===== src/rtl/tc_rst_seq.sv =====
// ---------------------------------------------------------------------------
// tc_rst_seq
//
// Staged reset sequencer. After the lock-qualified generator reset (rsti)
// deasserts, all downstream resets are held for HOLD_CYC cycles. The stages
// are then released one at a time in index order. Each release waits for the
// previous stage's synchronized ready acknowledge. A stage that never comes
// up within TMO_CYC cycles, or that drops its ready once everything is
// running, latches a sticky fault. A soft_rst pulse restarts the whole
// sequence from any state.
//
// Ports
//   clk125    in   1       single clock for the block
//   rsti      in   1       asynchronous active-high reset
//   soft_rst  in   1       synchronous one-cycle restart pulse
//   stg_rdy   in   STAGES  per-stage ready acknowledges (may be asynchronous)
//   stg_rst   out  STAGES  per-stage active-high resets (registered)
//   all_rdy   out  1       every stage released and ready (registered)
//   err       out  1       sticky timeout/dropout fault (registered)
//   err_stg   out  3       faulting stage index, valid while err is high
// ---------------------------------------------------------------------------
module tc_rst_seq #(
    parameter int STAGES   = 4,
    parameter int HOLD_CYC = 1024,
    parameter int TMO_CYC  = 65536
) (
    input  logic              clk125,
    input  logic              rsti,
    input  logic              soft_rst,
    input  logic [STAGES-1:0] stg_rdy,
    output logic [STAGES-1:0] stg_rst,
    output logic              all_rdy,
    output logic              err,
    output logic [2:0]        err_stg
);

    localparam int HW = $clog2(HOLD_CYC);
    localparam int TW = $clog2(TMO_CYC);

    localparam logic [HW-1:0] HOLD_LAST = HW'(HOLD_CYC - 1);
    localparam logic [TW-1:0] TMO_LAST  = TW'(TMO_CYC - 1);
    localparam logic [2:0]    IDX_LAST  = 3'(STAGES - 1);

    typedef enum logic [1:0] {
        ST_HOLD  = 2'd0,
        ST_WAIT  = 2'd1,
        ST_RUN   = 2'd2,
        ST_FAULT = 2'd3
    } state_t;

    // Lowest stage index whose ready is low; 0 when none is low.
    function automatic logic [2:0] first_zero(input logic [STAGES-1:0] v);
        logic [2:0] r;
        r = 3'd0;
        for (int i = STAGES - 1; i >= 0; i--) begin
            if (!v[i]) begin
                r = 3'(i);
            end else begin
                r = r;
            end
        end
        return r;
    endfunction

    logic [STAGES-1:0] sync1_q;
    logic [STAGES-1:0] rdy_s_q;

    state_t            state_q,   state_d;
    logic [HW-1:0]     hold_q,    hold_d;
    logic [TW-1:0]     tmo_q,     tmo_d;
    logic [2:0]        idx_q,     idx_d;
    logic [2:0]        err_stg_q, err_stg_d;
    logic [STAGES-1:0] stg_rst_q, stg_rst_d;
    logic              all_rdy_q, all_rdy_d;
    logic              err_q,     err_d;

    logic [7:0]        rdy_pad_s;
    logic              rdy_cur_s;

    // Two-flop synchronizer for the possibly asynchronous ready inputs.
    always_ff @(posedge clk125 or posedge rsti) begin
        if (rsti) begin
            sync1_q <= '0;
            rdy_s_q <= '0;
        end else begin
            sync1_q <= stg_rdy;
            rdy_s_q <= sync1_q;
        end
    end

    // Widen the synchronized readies to eight bits so the 3-bit stage index
    // can select from them for any STAGES value.
    always_comb begin
        rdy_pad_s = 8'h00;
        for (int i = 0; i < STAGES; i++) begin
            rdy_pad_s[i] = rdy_s_q[i];
        end
        rdy_cur_s = rdy_pad_s[idx_q];
    end

    // FSM state and counter registers.
    always_ff @(posedge clk125 or posedge rsti) begin
        if (rsti) begin
            state_q   <= ST_HOLD;
            hold_q    <= '0;
            tmo_q     <= '0;
            idx_q     <= 3'd0;
            err_stg_q <= 3'd0;
        end else begin
            state_q   <= state_d;
            hold_q    <= hold_d;
            tmo_q     <= tmo_d;
            idx_q     <= idx_d;
            err_stg_q <= err_stg_d;
        end
    end

    // Next-state logic. soft_rst overrides every other transition. In WAIT a
    // ready is checked before the timeout, so a ready arriving on the
    // terminal count still advances the sequence.
    always_comb begin
        state_d   = state_q;
        hold_d    = hold_q;
        tmo_d     = tmo_q;
        idx_d     = idx_q;
        err_stg_d = err_stg_q;
        if (soft_rst) begin
            state_d   = ST_HOLD;
            hold_d    = '0;
            tmo_d     = '0;
            idx_d     = 3'd0;
            err_stg_d = 3'd0;
        end else begin
            case (state_q)
                ST_HOLD: begin
                    if (hold_q == HOLD_LAST) begin
                        state_d = ST_WAIT;
                        hold_d  = '0;
                        idx_d   = 3'd0;
                        tmo_d   = '0;
                    end else begin
                        hold_d  = hold_q + HW'(1);
                    end
                end
                ST_WAIT: begin
                    if (rdy_cur_s) begin
                        tmo_d = '0;
                        if (idx_q == IDX_LAST) begin
                            state_d = ST_RUN;
                        end else begin
                            idx_d = idx_q + 3'd1;
                        end
                    end else if (tmo_q == TMO_LAST) begin
                        state_d   = ST_FAULT;
                        tmo_d     = '0;
                        err_stg_d = idx_q;
                    end else begin
                        tmo_d = tmo_q + TW'(1);
                    end
                end
                ST_RUN: begin
                    // Earlier stages' readies are only re-checked here, not
                    // while later stages are still being brought up.
                    if (!(&rdy_s_q)) begin
                        state_d   = ST_FAULT;
                        err_stg_d = first_zero(rdy_s_q);
                    end else begin
                        state_d   = ST_RUN;
                    end
                end
                ST_FAULT: begin
                    state_d = ST_FAULT;
                end
                default: begin
                    state_d   = ST_HOLD;
                    hold_d    = '0;
                    tmo_d     = '0;
                    idx_d     = 3'd0;
                    err_stg_d = 3'd0;
                end
            endcase
        end
    end

    // Output decode from the next state so the registered outputs change on
    // the same edge as the state they describe.
    always_comb begin
        stg_rst_d = '1;
        all_rdy_d = 1'b0;
        err_d     = 1'b0;
        case (state_d)
            ST_HOLD: begin
                stg_rst_d = '1;
            end
            ST_WAIT: begin
                for (int i = 0; i < STAGES; i++) begin
                    if (i <= int'(idx_d)) begin
                        stg_rst_d[i] = 1'b0;
                    end else begin
                        stg_rst_d[i] = 1'b1;
                    end
                end
            end
            ST_RUN: begin
                stg_rst_d = '0;
                all_rdy_d = 1'b1;
            end
            ST_FAULT: begin
                stg_rst_d = '1;
                err_d     = 1'b1;
            end
            default: begin
                stg_rst_d = '1;
            end
        endcase
    end

    // Output registers.
    always_ff @(posedge clk125 or posedge rsti) begin
        if (rsti) begin
            stg_rst_q <= '1;
            all_rdy_q <= 1'b0;
            err_q     <= 1'b0;
        end else begin
            stg_rst_q <= stg_rst_d;
            all_rdy_q <= all_rdy_d;
            err_q     <= err_d;
        end
    end

    assign stg_rst = stg_rst_q;
    assign all_rdy = all_rdy_q;
    assign err     = err_q;
    assign err_stg = err_stg_q;

endmodule


===== config.mk =====
export PLATFORM = sky130hd
export DESIGN_NAME = tc_rst_seq
export DESIGN_NICKNAME = d
export VERILOG_FILES = /design/src/rtl/tc_rst_seq.sv
export SDC_FILE = /design/constraint.sdc
export NUM_CORES = 1
export LEC_CHECK = 0
export CORE_MARGIN = 10
export CORE_UTILIZATION = 55
export CTS_CLUSTER_DIAMETER = 40
export DETAILED_ROUTE_END_ITERATION = 8
export PLACE_DENSITY = 0.75
export SYNTH_ARGS = -nofsm -noshare
export SYNTH_HDL_FRONTEND = slang
export SYNTH_SLANG_ARGS = --single-unit

===== constraint.sdc =====
create_clock -name clk125 -period 2.75 [get_ports clk125]
set_input_delay 0.275 -clock clk125 [delete_from_list [all_inputs] [get_ports clk125]]
set_output_delay 0.275 -clock clk125 [all_outputs]
set_load 0.01 [all_outputs]

==> flow_metrics.py <==
metrics = {
    "synthesis": {
        "synth_fa_ha_area_share_pct": 3.14,
        "synth_xor_area_share_pct": 5.87,
        "synth_fp_nets": 243,
        "ys_ff_latch": 48,
        "synthMuxAreaShare_pct": 1.83,
        "synth-edff-count": 0,
        "yosys-top-cells-area": "dfrtp_1 46%, xor2_1 5.5%, nor2_1 4.9%",
        "synth_ff_type": "dfrtp_1",
        "syn_inst": 230,
        "syn_area_um2": 2390,
        "yosysSeqAreaShare_pct": 50.5,
        "synth_top_cell_area_share_pct": 46.1,
        "yosys.area_share.simple_pct": 20.3,
        "synth_common_cells": "44 x dfrtp_1, 31 x nor2_1, 15 x xor2_1, 14 x nand2_1, 11 x o21ai_0",
        "syn-mean-instance-area_um2": 10.4,
        "synth_most_common_cell": "dfrtp_1",
        "synth_compound_gate_area_share_pct": 15.6,
        "synth.largest_area_cell": "dfrtp_1",
        "synth_top_family_by_area": "simple AND/OR/NAND/NOR gates",
        "synth_cell_type_count": 51,
        "yosys_warnings": 0,
        "async_flop_share_pct": 100,
    },
    "layout": {
        "n_antenna_cell": 0,
        "fin_area_um2": 2700,
        "nets": 261,
        "final_core_util_pct": 65.6,
        "area.growth.synth_to_final_pct": 13.0,
        "layout-drive-gt1-share_pct": 11.6,
    },
    "timing": {
        "finalHoldViolations": 0,
        "tightest_slew_ps": 918,
        "period_share_pct": 90.6,
        "drv_slew": 0,
        "setup_tns_ps": 0,
        "relSlewSlack_pct": 38.7,
        "skew_ps": 5.76,
        "fin_crit_ps": 2490,
        "fmax_mhz": 401,
        "finalSetupViolations": 0,
        "rsz0062_at_grt": "no",
    },
    "floorplan": {
        "die_h_um": 85.9,
        "ios": 16,
        "num_rows": 23,
        "die_w_um": 85.9,
        "core_um2": 4120,
        "start_util_pct": 58.0,
        "die_area_um2": 7380,
    },
    "detailed_routing": {
        "wl_um": 4590,
        "routedWlPerCell_um": 15.3,
        "wl_met1_um": 2140,
        "postRouteAntennaNets": 0,
        "wl_met3_um": 123,
        "drc": 0,
        "drtPass1Iterations": 4,
        "via_per_inst": 5.86,
        "num_vias": 1753,
        "top_layer": "met4",
        "wl_met2_um": 2170,
        "drtIter0Drc": 85,
    },
    "cts": {
        "htreeDepth": 2,
        "cts_buffer_depth": 2,
        "insertion_delay_ps": 300,
        "clkSlewWorstSetupHoldPaths_ps": 80,
        "cts_sinks": 48,
        "cts_tree": "done",
        "post_cts_resized": 0,
        "cts_setup_buffers": 0,
        "cts_buffers": 5,
        "clock_tree.root_cell": "clkbuf_8",
        "cts-hold-fix-buffers": 0,
    },
    "pwr": {
        "p_sw_w": 0.000275,
        "switching_share_pct": 21.5,
        "power_density_nw_per_um2": 474,
        "seq_power_share_pct": 56.6,
        "vdd_drop_max_uv": 387,
        "power_frac_comb_pct": 4.3,
        "clock_power_share_pct": 39.1,
        "leakage_nw": 1.19,
        "p_int_w": 0.00100,
    },
    "worst_setup_path": {
        "cp.depth": 8,
        "crit_start": "idx_q[0]",
        "critical_path_class": "reg2reg",
        "critPathRequiredTime_ps": 2970,
        "path_cells": "mux4_2 -> nand2b_2 -> mux2_2 -> a21oi_1 -> nor2_1 -> ha_1 -> nor2_1 -> a21oi_1",
        "timing.rr.start": "idx_q[0]",
        "cpPeakStageDelay_ps": 600,
        "cp_num_buf_inv": 0,
        "r2r_cells": 8,
        "worstPathMaxFanout": 6,
        "slowest_stage": "mux4_2",
        "endpoint_kind": "flop",
        "cp_top_family": "multiplexers",
        "worstPathArrival_ps": 2710,
        "startpoint_type": "flop",
    },
    "grt": {
        "track_usage_pct": 13.4,
        "grt_pass1_wl_um": 8090,
        "grt_pass1_vias": 1745,
        "antenna_found_initial": 0,
        "gr-total-overflow": 0,
        "grt_max_degree": 46,
    },
    "status": {
        "status": "completed",
    },
    "job": {
        "cap_violations": 0,
    },
    "worst_hold_path": {
        "hp-start": "sync1_q[1]",
        "hold_depth": 0,
        "hold_path_class": "reg2reg",
    },
    "place": {
        "finalWeightedCongestion": 0.900,
        "port_buffers": 15,
        "dpl.hpwl_um": 3230,
        "post_dp_cell_area_um2": 2590,
    },
}
cell families (layout without fill, tap and decap cells):
family | after synthesis | count (layout)
and+or+nand+nor | 91 | 91
buffers and inverters | 15 | 34
adders and majority gates | 6 | 6
AOI/OAI and AO/OA | 51 | 51
muxes | 3 | 3
xor gates and xnor gates | 16 | 16
DFF | 48 | 48
placed cells by master (no fill, tap or decap), types with 3 or more instances in the layout:
cell type	count
nand2b_1	3
nand2_1	14
nor2b_1	5
dfstp_2	4
o211ai_1	5
nor3_1	6
or3_1	4
o2111ai_1	5
o21ai_0	11
and3_1	4
nor2_1	31
xor2_1	15
dfrtp_1	44
inv_1	6
clkbuf_8	5
nand4_1	5
nand3_1	4
and4_1	3
buf_4	4
a21oi_1	10
a211oi_1	4
ha_1	6
clkdlybuf4s50_1	15
sequential cells by signal, summed over array words and instances, names as in the netlist:
name,flops
all_rdy,1
rdy_s_q,4
idx_q,3
err,1
stg_rst,4
err_stg,3
tmo_q,16
state_q,2
sync1_q,4
hold_q,10
power groups by stage:
stage	Sequential [W]	Clock (W)	Combinational [W]
after floorplan	0.000736	0	0.0000345
after global placement	0.000737	0	0.0000550
after detailed placement	0.000738	0	0.0000561
after CTS	0.000724	0.000511	0.0000561
after global routing	0.000726	0.000535	0.0000631
final	0.000724	0.000500	0.0000549
area by class of cell:
cell class                 instances  area [µm²]
inverter                           7        26.3
sequential                        48        1210
multi-input combinational        167        1120
tap                               50        62.6
fill                             340        1420
timing repair buffer              19         180
clock buffer                       6        72.6
clock inverter                     2        35.0
through the flow:
step / total power (W) / worst slack [ps] / cells / hold WS, ps
floorplan: 0.000770 / 496 / 230 / 306
finish: 0.00128 / 259 / 299 / 356
CTS: 0.00129 / 269 / 299 / 357
detailed placement: 0.000794 / 290 / 291 / 337
global route: 0.00132 / 139 / 299 / 362
global placement: 0.000792 / 399 / 291 / 333
per-layer routing:
metal / up-vias / GRT usage [%]
met4: 0 / 7.63
li1: 863 / -
met3: 15 / 2.74
met1: 842 / 16.3
met2: 33 / 21.4
met5: - / 0
path summary, 6_finish.rpt:
| kind | endpoint | slack, ps |
|---|---|---|
| max | stg_rst[2] | 260 |
| min | rdy_s_q[1] | 360 |
| max reg2reg | stg_rst[2] | 260 |
| min reg2reg | rdy_s_q[1] | 360 |
| max in group asynchronous | stg_rst[2] | 1560 |
| min in group asynchronous | rdy_s_q[3] | 490 |
Note: power is estimated with default switching activity, not from simulation.
